--- src/rtl/irq_if.sv ---
// Interrupt controller bus: peripheral lines, CSR mie/mret in,
// trap request, cause and acknowledge out.
interface irq_if #(
    parameter int N_IRQ = 16
);
    logic [N_IRQ-1:0] irq_req_i;
    logic [31:0]      mie_i;
    logic             mret_i;
    logic             irq_o;
    logic [31:0]      mcause_o;
    logic [N_IRQ-1:0] irq_ack_o;
    logic             busy_o;

    modport master (
        output irq_req_i, mie_i, mret_i,
        input  irq_o, mcause_o, irq_ack_o, busy_o
    );

    modport slave (
        input  irq_req_i, mie_i, mret_i,
        output irq_o, mcause_o, irq_ack_o, busy_o
    );
endinterface

--- src/rtl/irq_controller.sv ---
// Machine-mode interrupt initiator: edge-latched requests, mie masking,
// fixed lowest-index priority, one trap outstanding until mret.
module irq_controller #(
    parameter int N_IRQ = 16
) (
    input logic  clk_i,
    input logic  rst_ni,
    irq_if.slave bus
);
    typedef enum logic [1:0] {
        IDLE,
        TRAP,
        SERVICE
    } state_t;

    state_t           state_q, state_d;
    logic [N_IRQ-1:0] req_q;
    logic [N_IRQ-1:0] pending_q, pending_d;
    logic [N_IRQ-1:0] rise;
    logic [N_IRQ-1:0] elig;
    logic [N_IRQ-1:0] clr;
    logic [N_IRQ-1:0] ack_q, ack_d;
    logic             irq_q, irq_d;
    logic [31:0]      mcause_q, mcause_d;
    logic             any_elig;
    logic [3:0]       win;

    assign rise = bus.irq_req_i & ~req_q;
    assign elig = pending_q & bus.mie_i[16 +: N_IRQ];

    always_comb begin
        win      = '0;
        any_elig = 1'b0;
        for (int i = N_IRQ - 1; i >= 0; i--) begin
            if (elig[i]) begin
                win      = 4'(i);
                any_elig = 1'b1;
            end
        end
    end

    // ack_q is one-hot on sel during TRAP, so it doubles as the clear mask
    assign clr       = (state_q == TRAP) ? ack_q : '0;
    assign pending_d = (pending_q & ~clr) | rise;

    always_comb begin
        state_d  = state_q;
        irq_d    = 1'b0;
        ack_d    = '0;
        mcause_d = mcause_q;
        unique case (state_q)
            IDLE: begin
                if (any_elig) begin
                    state_d  = TRAP;
                    irq_d    = 1'b1;
                    mcause_d = {1'b1, 26'd0, 1'b1, win};
                    for (int i = 0; i < N_IRQ; i++) begin
                        ack_d[i] = (win == 4'(i));
                    end
                end
            end
            TRAP: state_d = SERVICE;
            SERVICE: begin
                if (bus.mret_i) state_d = IDLE;
            end
            default: state_d = IDLE;
        endcase
    end

    always_ff @(posedge clk_i or negedge rst_ni) begin
        if (!rst_ni) begin
            state_q   <= IDLE;
            req_q     <= '0;
            pending_q <= '0;
            ack_q     <= '0;
            irq_q     <= 1'b0;
            mcause_q  <= '0;
        end else begin
            state_q   <= state_d;
            req_q     <= bus.irq_req_i;
            pending_q <= pending_d;
            ack_q     <= ack_d;
            irq_q     <= irq_d;
            mcause_q  <= mcause_d;
        end
    end

    assign bus.irq_o     = irq_q;
    assign bus.irq_ack_o = ack_q;
    assign bus.mcause_o  = mcause_q;
    assign bus.busy_o    = (state_q != IDLE);
endmodule

--- src/flat_wrapper.sv ---
// flat-port wrapper written by rule: the top's interface ports become plain ports
module irq_controller_flat 
#(
    parameter int N_IRQ = 16
)
  (clk_i, rst_ni, bus_irq_req_i, bus_mie_i, bus_mret_i, bus_irq_o, bus_mcause_o, bus_irq_ack_o, bus_busy_o);
  irq_if #(.N_IRQ(N_IRQ)) bus_i ();
  input logic clk_i;
  input logic rst_ni;
  input wire logic [$bits(bus_i.irq_req_i)-1:0] bus_irq_req_i;
  input wire logic [$bits(bus_i.mie_i)-1:0] bus_mie_i;
  input wire logic [$bits(bus_i.mret_i)-1:0] bus_mret_i;
  output wire logic [$bits(bus_i.irq_o)-1:0] bus_irq_o;
  output wire logic [$bits(bus_i.mcause_o)-1:0] bus_mcause_o;
  output wire logic [$bits(bus_i.irq_ack_o)-1:0] bus_irq_ack_o;
  output wire logic [$bits(bus_i.busy_o)-1:0] bus_busy_o;
  assign bus_i.irq_req_i = bus_irq_req_i;
  assign bus_i.mie_i = bus_mie_i;
  assign bus_i.mret_i = bus_mret_i;
  assign bus_irq_o = bus_i.irq_o;
  assign bus_mcause_o = bus_i.mcause_o;
  assign bus_irq_ack_o = bus_i.irq_ack_o;
  assign bus_busy_o = bus_i.busy_o;
  irq_controller #(.N_IRQ(N_IRQ)) u_core (.clk_i(clk_i), .rst_ni(rst_ni), .bus(bus_i));
endmodule
--- config.mk ---
export PLATFORM = sky130hd
export DESIGN_NAME = irq_controller_flat
export DESIGN_NICKNAME = d
export VERILOG_FILES = /design/src/rtl/irq_if.sv /design/src/rtl/irq_controller.sv /design/src/flat_wrapper.sv
export SDC_FILE = /design/constraint.sdc
export NUM_CORES = 1
export LEC_CHECK = 0
export CORE_MARGIN = 5
export CORE_UTILIZATION = 40
export DETAILED_ROUTE_END_ITERATION = 6
export PLACE_DENSITY = 0.86
export SETUP_SLACK_MARGIN = 0.5
export SYNTH_ARGS = -nofsm -noshare
export SYNTH_HDL_FRONTEND = slang
export SYNTH_SLANG_ARGS = --single-unit
--- constraint.sdc ---
create_clock -name clk_i -period 3.64 [get_ports clk_i]
set_clock_uncertainty 0.15 [all_clocks]
set_input_delay 0.728 -clock clk_i [delete_from_list [all_inputs] [get_ports clk_i]]
set_output_delay 0.728 -clock clk_i [all_outputs]
set_load 0.02 [all_outputs]
[Word level (Yosys, flattened, before mapping)]
Index checks and enable logic that the tools add are counted.
Cells by class
  reductions and logical operators: 5
  bitwise gates (word level): 6
  multipliers: 0
  equal/unequal tests: 19
  divide/modulo/power cells: 0
  $add $sub $neg: 0
  $lt $le $gt $ge: 0
  muxes and demuxes: 40
  shifts and indexed selects: 0
Operator list (count)
  $mux W4: 16
  $and A16 B16 Y16: 3
  $mux W16: 3
  $eq A4 B4 Y1 const B: 8
  $not A16 Y16: 2
  $mux W1: 18
  $eq A4 B3 Y1 const B: 4
  $or A16 B16 Y16: 1
  $eq A4 B2 Y1 const B: 2
  $pmux W2 S3: 1
  $eq A4 B1 Y1 const B: 1
  $logic_not A4 Y1: 1
  $mux W2: 2
  $reduce_and A2 Y1: 2
  $eq A2 B1 Y1 const B: 1
  $eq A2 B2 Y1 const B: 1
  $logic_not A2 Y1: 1
  $ne A2 B1 Y1 const B: 1
  $ne A2 B2 Y1 const B: 1
  $reduce_bool A2 Y1: 1
Storage, ports and cells
  output and inout port bits: 50
  memories kept: 0
  bits in writable memories: 0
  bits in registers: 56
  latch bits: 0
  word-level logic and storage cells: 76
  ROM bits: 0

[Logic depth before layout (Yosys ltp)]
  depth in word-level cells: 20
  mapped depth: 6

[Least setup slack after synthesis]
OpenSTA, ideal clock, no wires.
  path type: input -> register
  start point: input bus_mie_i[25]
  end point: register u_core.ack_q[15] (netlist: u_core.bus.irq_ack_o[15])
  path buffers: 1
  slack: 1.576 ns
  setup time: 0.088 ns
  arrival time: 1.826 ns
  data required time: 3.402 ns
  stages on the path: 6
  cell sequence: a22o_1 > a222oi_1 > a21oi_1 > or2_0 > buf_2 > nor3_1
On the way
  longest elaborated chain between the ends: 14
Ends and longest elaborated chain
  start, declared: RTL line flat_wrapper.sv:11  | input wire logic [$bits(bus_i.mie_i)-1:0] bus_mie_i;
  $and A16 B16 Y16 *: RTL line irq_controller.sv:29  | assign elig = pending_q & bus.mie_i[16 +: N_IRQ];
  $mux W4 (10 in series): RTL line irq_controller.sv:35  | if (elig[i]) begin
  $eq A4 B4 Y1: RTL line irq_controller.sv:58  | ack_d[i] = (win == 4'(i));
  $mux W16 *: RTL line irq_controller.sv:53  | if (any_elig) begin
  $mux W16 *: RTL line irq_controller.sv:51  | unique case (state_q)
  net u_core.ack_d[15]: RTL line irq_controller.sv:22  | logic [N_IRQ-1:0] ack_q, ack_d;
  end signal, assigned: RTL line irq_controller.sv:82  | ack_q <= ack_d;
  end, declared: RTL line irq_controller.sv:22
Mark *: on every way through the listed nets, which the timed path passes. The rest lies on a longest branch.
A chain may end at the register's enable or synchronous reset.

[Worst setup path after layout]
  start point: register u_core.state_q[0]
  end point: output bus_busy_o
On the way
  longest elaborated chain between the ends: 1
Ends and longest elaborated chain
  start, declared: RTL line irq_controller.sv:16  | state_t state_q, state_d;
  start signal, assigned: RTL line irq_controller.sv:79  | state_q <= state_d;
  $reduce_bool A2 Y1: RTL line irq_controller.sv:91  | assign bus.busy_o = (state_q != IDLE);
  end, declared: RTL line flat_wrapper.sv:16  | output wire logic [$bits(bus_i.busy_o)-1:0] bus_busy_o;
Every way passes these cells.

==> out/results.ini <==
[status]
status = complete, no violations

[grt]
grt_max_degree = 30
antenna_found_initial = 0
grt.overflow.total = 0
track_usage_pct = 14.4
grt_pass1_wl_um = 8420
grt_pass1_vias = 1752

[clock_network]
cts-root-buf = clkbuf_8
h-tree-depth = 2
cts_inserted_buffers = 5
cts_tree = done
cts_hold_buffers = 0
clock-sinks = 56
cts.reportedPaths.clkPinSlew_ns = 0.09
ctsLongestPathBuffers = 2
cts.repair.resized = 0
insertion_delay_ns = 0.31
cts_post_setup_buffers_inserted = 0

[sta]
hold_viol = 0
fin_crit_ns = 2.60
worst_slew_pin_slew_ns = 0.736
slew_headroom_pct = 50.9
setup_viol = 0
period_share_pct = 71.4
fmax_ghz = 0.385
rsz0062_at_grt = false
tns_ns = 0
maxSlewViolCount = 0

[critical_path]
slowest_stage = clkdlybuf4s50_1
cp_num_buf_inv = 2
critPathTopFamily = buffers and inverters
end_kind = output pin
cp_max_fo = 7
crit_path_max_incr_delay_ns = 0.59
arrival_ns = 1.72
critPathKind = reg2out
cp_data_required_time_ns = 2.76
start_kind = flip-flop
path_cells = nor2_2 > inv_1 > clkdlybuf4s50_1

[power]
p_int_uw = 1080
p_sw_uw = 502
comb_power_share_pct = 29.2
p_leak_uw = 0.00140
swShare_pct = 31.7
power_density_mw_per_mm2 = 528
power_frac_seq_pct = 46.0
peakVddDrop_mv = 0.358
power_uw = 1580
pwr-share-clk_pct = 24.8

[synth]
synthSimpleGateAreaFrac_pct = 16.3
synth_top_area_cell = dfrtp_1
ys_seq_area_share_pct = 60.0
yosys-mux-area-fraction_pct = 0.965
synthArstFlopShare_pct = 100
synth_edf_count = 0
synth-seq-cells = 56
synth_common_cells = 56 x dfrtp_1, 48 x nand2_1, 27 x buf_4
yosysUniqueCellTypes = 35
synth_fa_ha_area_share_pct = 0
synth_top_family_by_area = simple AND/OR/NAND/NOR gates
synth.area.top_cells = dfrtp_1 60%, buf_4 8.7%, nand2_1 7.7%
synth_area_mm2 = 0.00233
synth-xor-area-share_pct = 0
yosysMostFrequentCell = dfrtp_1
synthFlopType = dfrtp_1
synth_top_area_share_pct = 60.0
syn_inst = 228
yosys_warnings = 0
avgSynthCellArea_um2 = 10.2
synth_compound_area_share_pct = 10.6

[route]
dr.pass1.iters = 4
totalWireLength_um = 5220
drc = 0
drt_iter0_drc = 110
routed_via_density = 4.82
vias = 1751
detail-route-antenna-nets = 0
wl_per_cell_um = 14.4

[final_layout]
n_fill_cell = 503
layout-area-overhead-vs-synth_pct = 28.6
layout.nets = 341
fin_util_pct = 53.8
diodes = 0
drive_gt1_share_pct = 5.50

[floorplan]
die_y_um = 86.4
fp.dieW_um = 86.4
rows = 27
io_pins = 101
die_area_mm2 = 0.00746
initial_utilization_pct = 41.9
core_area_mm2 = 0.00557

[placed_design]
io_buffers = 58
hpwl_um = 4150
gp_congestion = 0.891

[flow_run]
max_cap_violations = 0

[min_path]
hp-class = reg2reg

==> area by class of cell <==
type / count / area (um^2) / share of cell area, %
Multi-Input combinational cell: 150 / 748 / 24.9
Clock buffer: 6 / 72.6 / 2.42
Sequential cell: 56 / 1400 / 46.7
Timing Repair Buffer: 60 / 591 / 19.7
Clock inverter: 2 / 35.0 / 1.17
Tap cell: 72 / 90.1 / 3.00
Inverter: 17 / 63.8 / 2.13
==> routing by layer <==
metal | track usage (%) | up-vias | wire length (um)
met4 | 4.39 | 0 | 87
met1 | 17.6 | 830 | 2130
met2 | 24.0 | 80 | 2500
li1 | - | 830 | -
met3 | 5.04 | 11 | 493
met5 | 0 | - | 0
==> state kept, by name (all words and copies together), names as in the netlist <==
signal                count
u_core.bus.irq_o          1
u_core.bus.mcause_o       5
u_core.bus.irq_ack_o     16
u_core.state_q            2
u_core.req_q             16
u_core.pending_q         16
==> cell families after synthesis <==
logic type             Yosys count
AOI/OAI and AO/OA               38
and+or+nand+nor                 84
muxes                            2
buffers and inverters           47
other                            1
DFF                             56
==> power groups by stage <==
stage / sequential, uW / combinational [uW] / clock [uW]
floorplan: 784 / 233 / 0
global placement: 737 / 455 / 0
detailed placement: 742 / 463 / 0
CTS: 729 / 465 / 402
global route: 738 / 506 / 429
finish: 729 / 462 / 393
==> worst register-to-register path, stage by stage (launching register included) <==
cell       delay (ns)
dfrtp_1          0.41
a22o_1           0.24
a31oi_1          0.16
o2111ai_1        0.18
a32oi_1          0.65
nor3_1           0.12
==> layout by cell type, fill, tap and decap left out, types with 4 or more instances in the layout <==
| cell | synthesis | layout |
|---|---|---|
| a21oi_1 | 4 | 4 |
| clkbuf_8 | 0 | 5 |
| clkdlybuf4s50_1 | 0 | 57 |
| conb_1 | 1 | 26 |
| dfrtp_1 | 56 | 56 |
| inv_1 | 17 | 17 |
| nand2_1 | 48 | 48 |
| nor2_1 | 6 | 6 |
| nor3_1 | 12 | 12 |
| o21ai_0 | 17 | 17 |
==> path summary, 6_finish.rpt <==
check                                                          to  slack, ns  cells after the start                           start
worst max-delay path                                   bus_busy_o       1.04                      3   u_core.state_q[0]$_DFFE_PN0P_
worst min-delay path               u_core.pending_q[10]$_DFF_PN0_       0.27                      1      u_core.req_q[10]$_DFF_PN0_
worst max register to register  u_core.bus.irq_ack_o[5]$_DFF_PN0_       1.59                      5  u_core.pending_q[13]$_DFF_PN0_
worst min register to register     u_core.pending_q[10]$_DFF_PN0_       0.27                      1      u_core.req_q[10]$_DFF_PN0_
max in group asynchronous              u_core.req_q[10]$_DFF_PN0_       2.24                      2                          rst_ni
min in group asynchronous           u_core.pending_q[1]$_DFF_PN0_       0.29                      1                          rst_ni
==> per-stage QoR <==
step	cells	worst slack, ns	hold slack [ns]	area [um^2]
2_1_floorplan	253	1.58	0.250	2430
3_3_place_gp	355	0.904	0.252	2890
3_5_place_dp	355	0.886	0.267	2890
4_1_cts	363	1.03	0.280	3000
5_1_grt	363	0.935	0.298	3000
6_report	363	1.04	0.272	3000
Power figures use the tool's default switching activity.
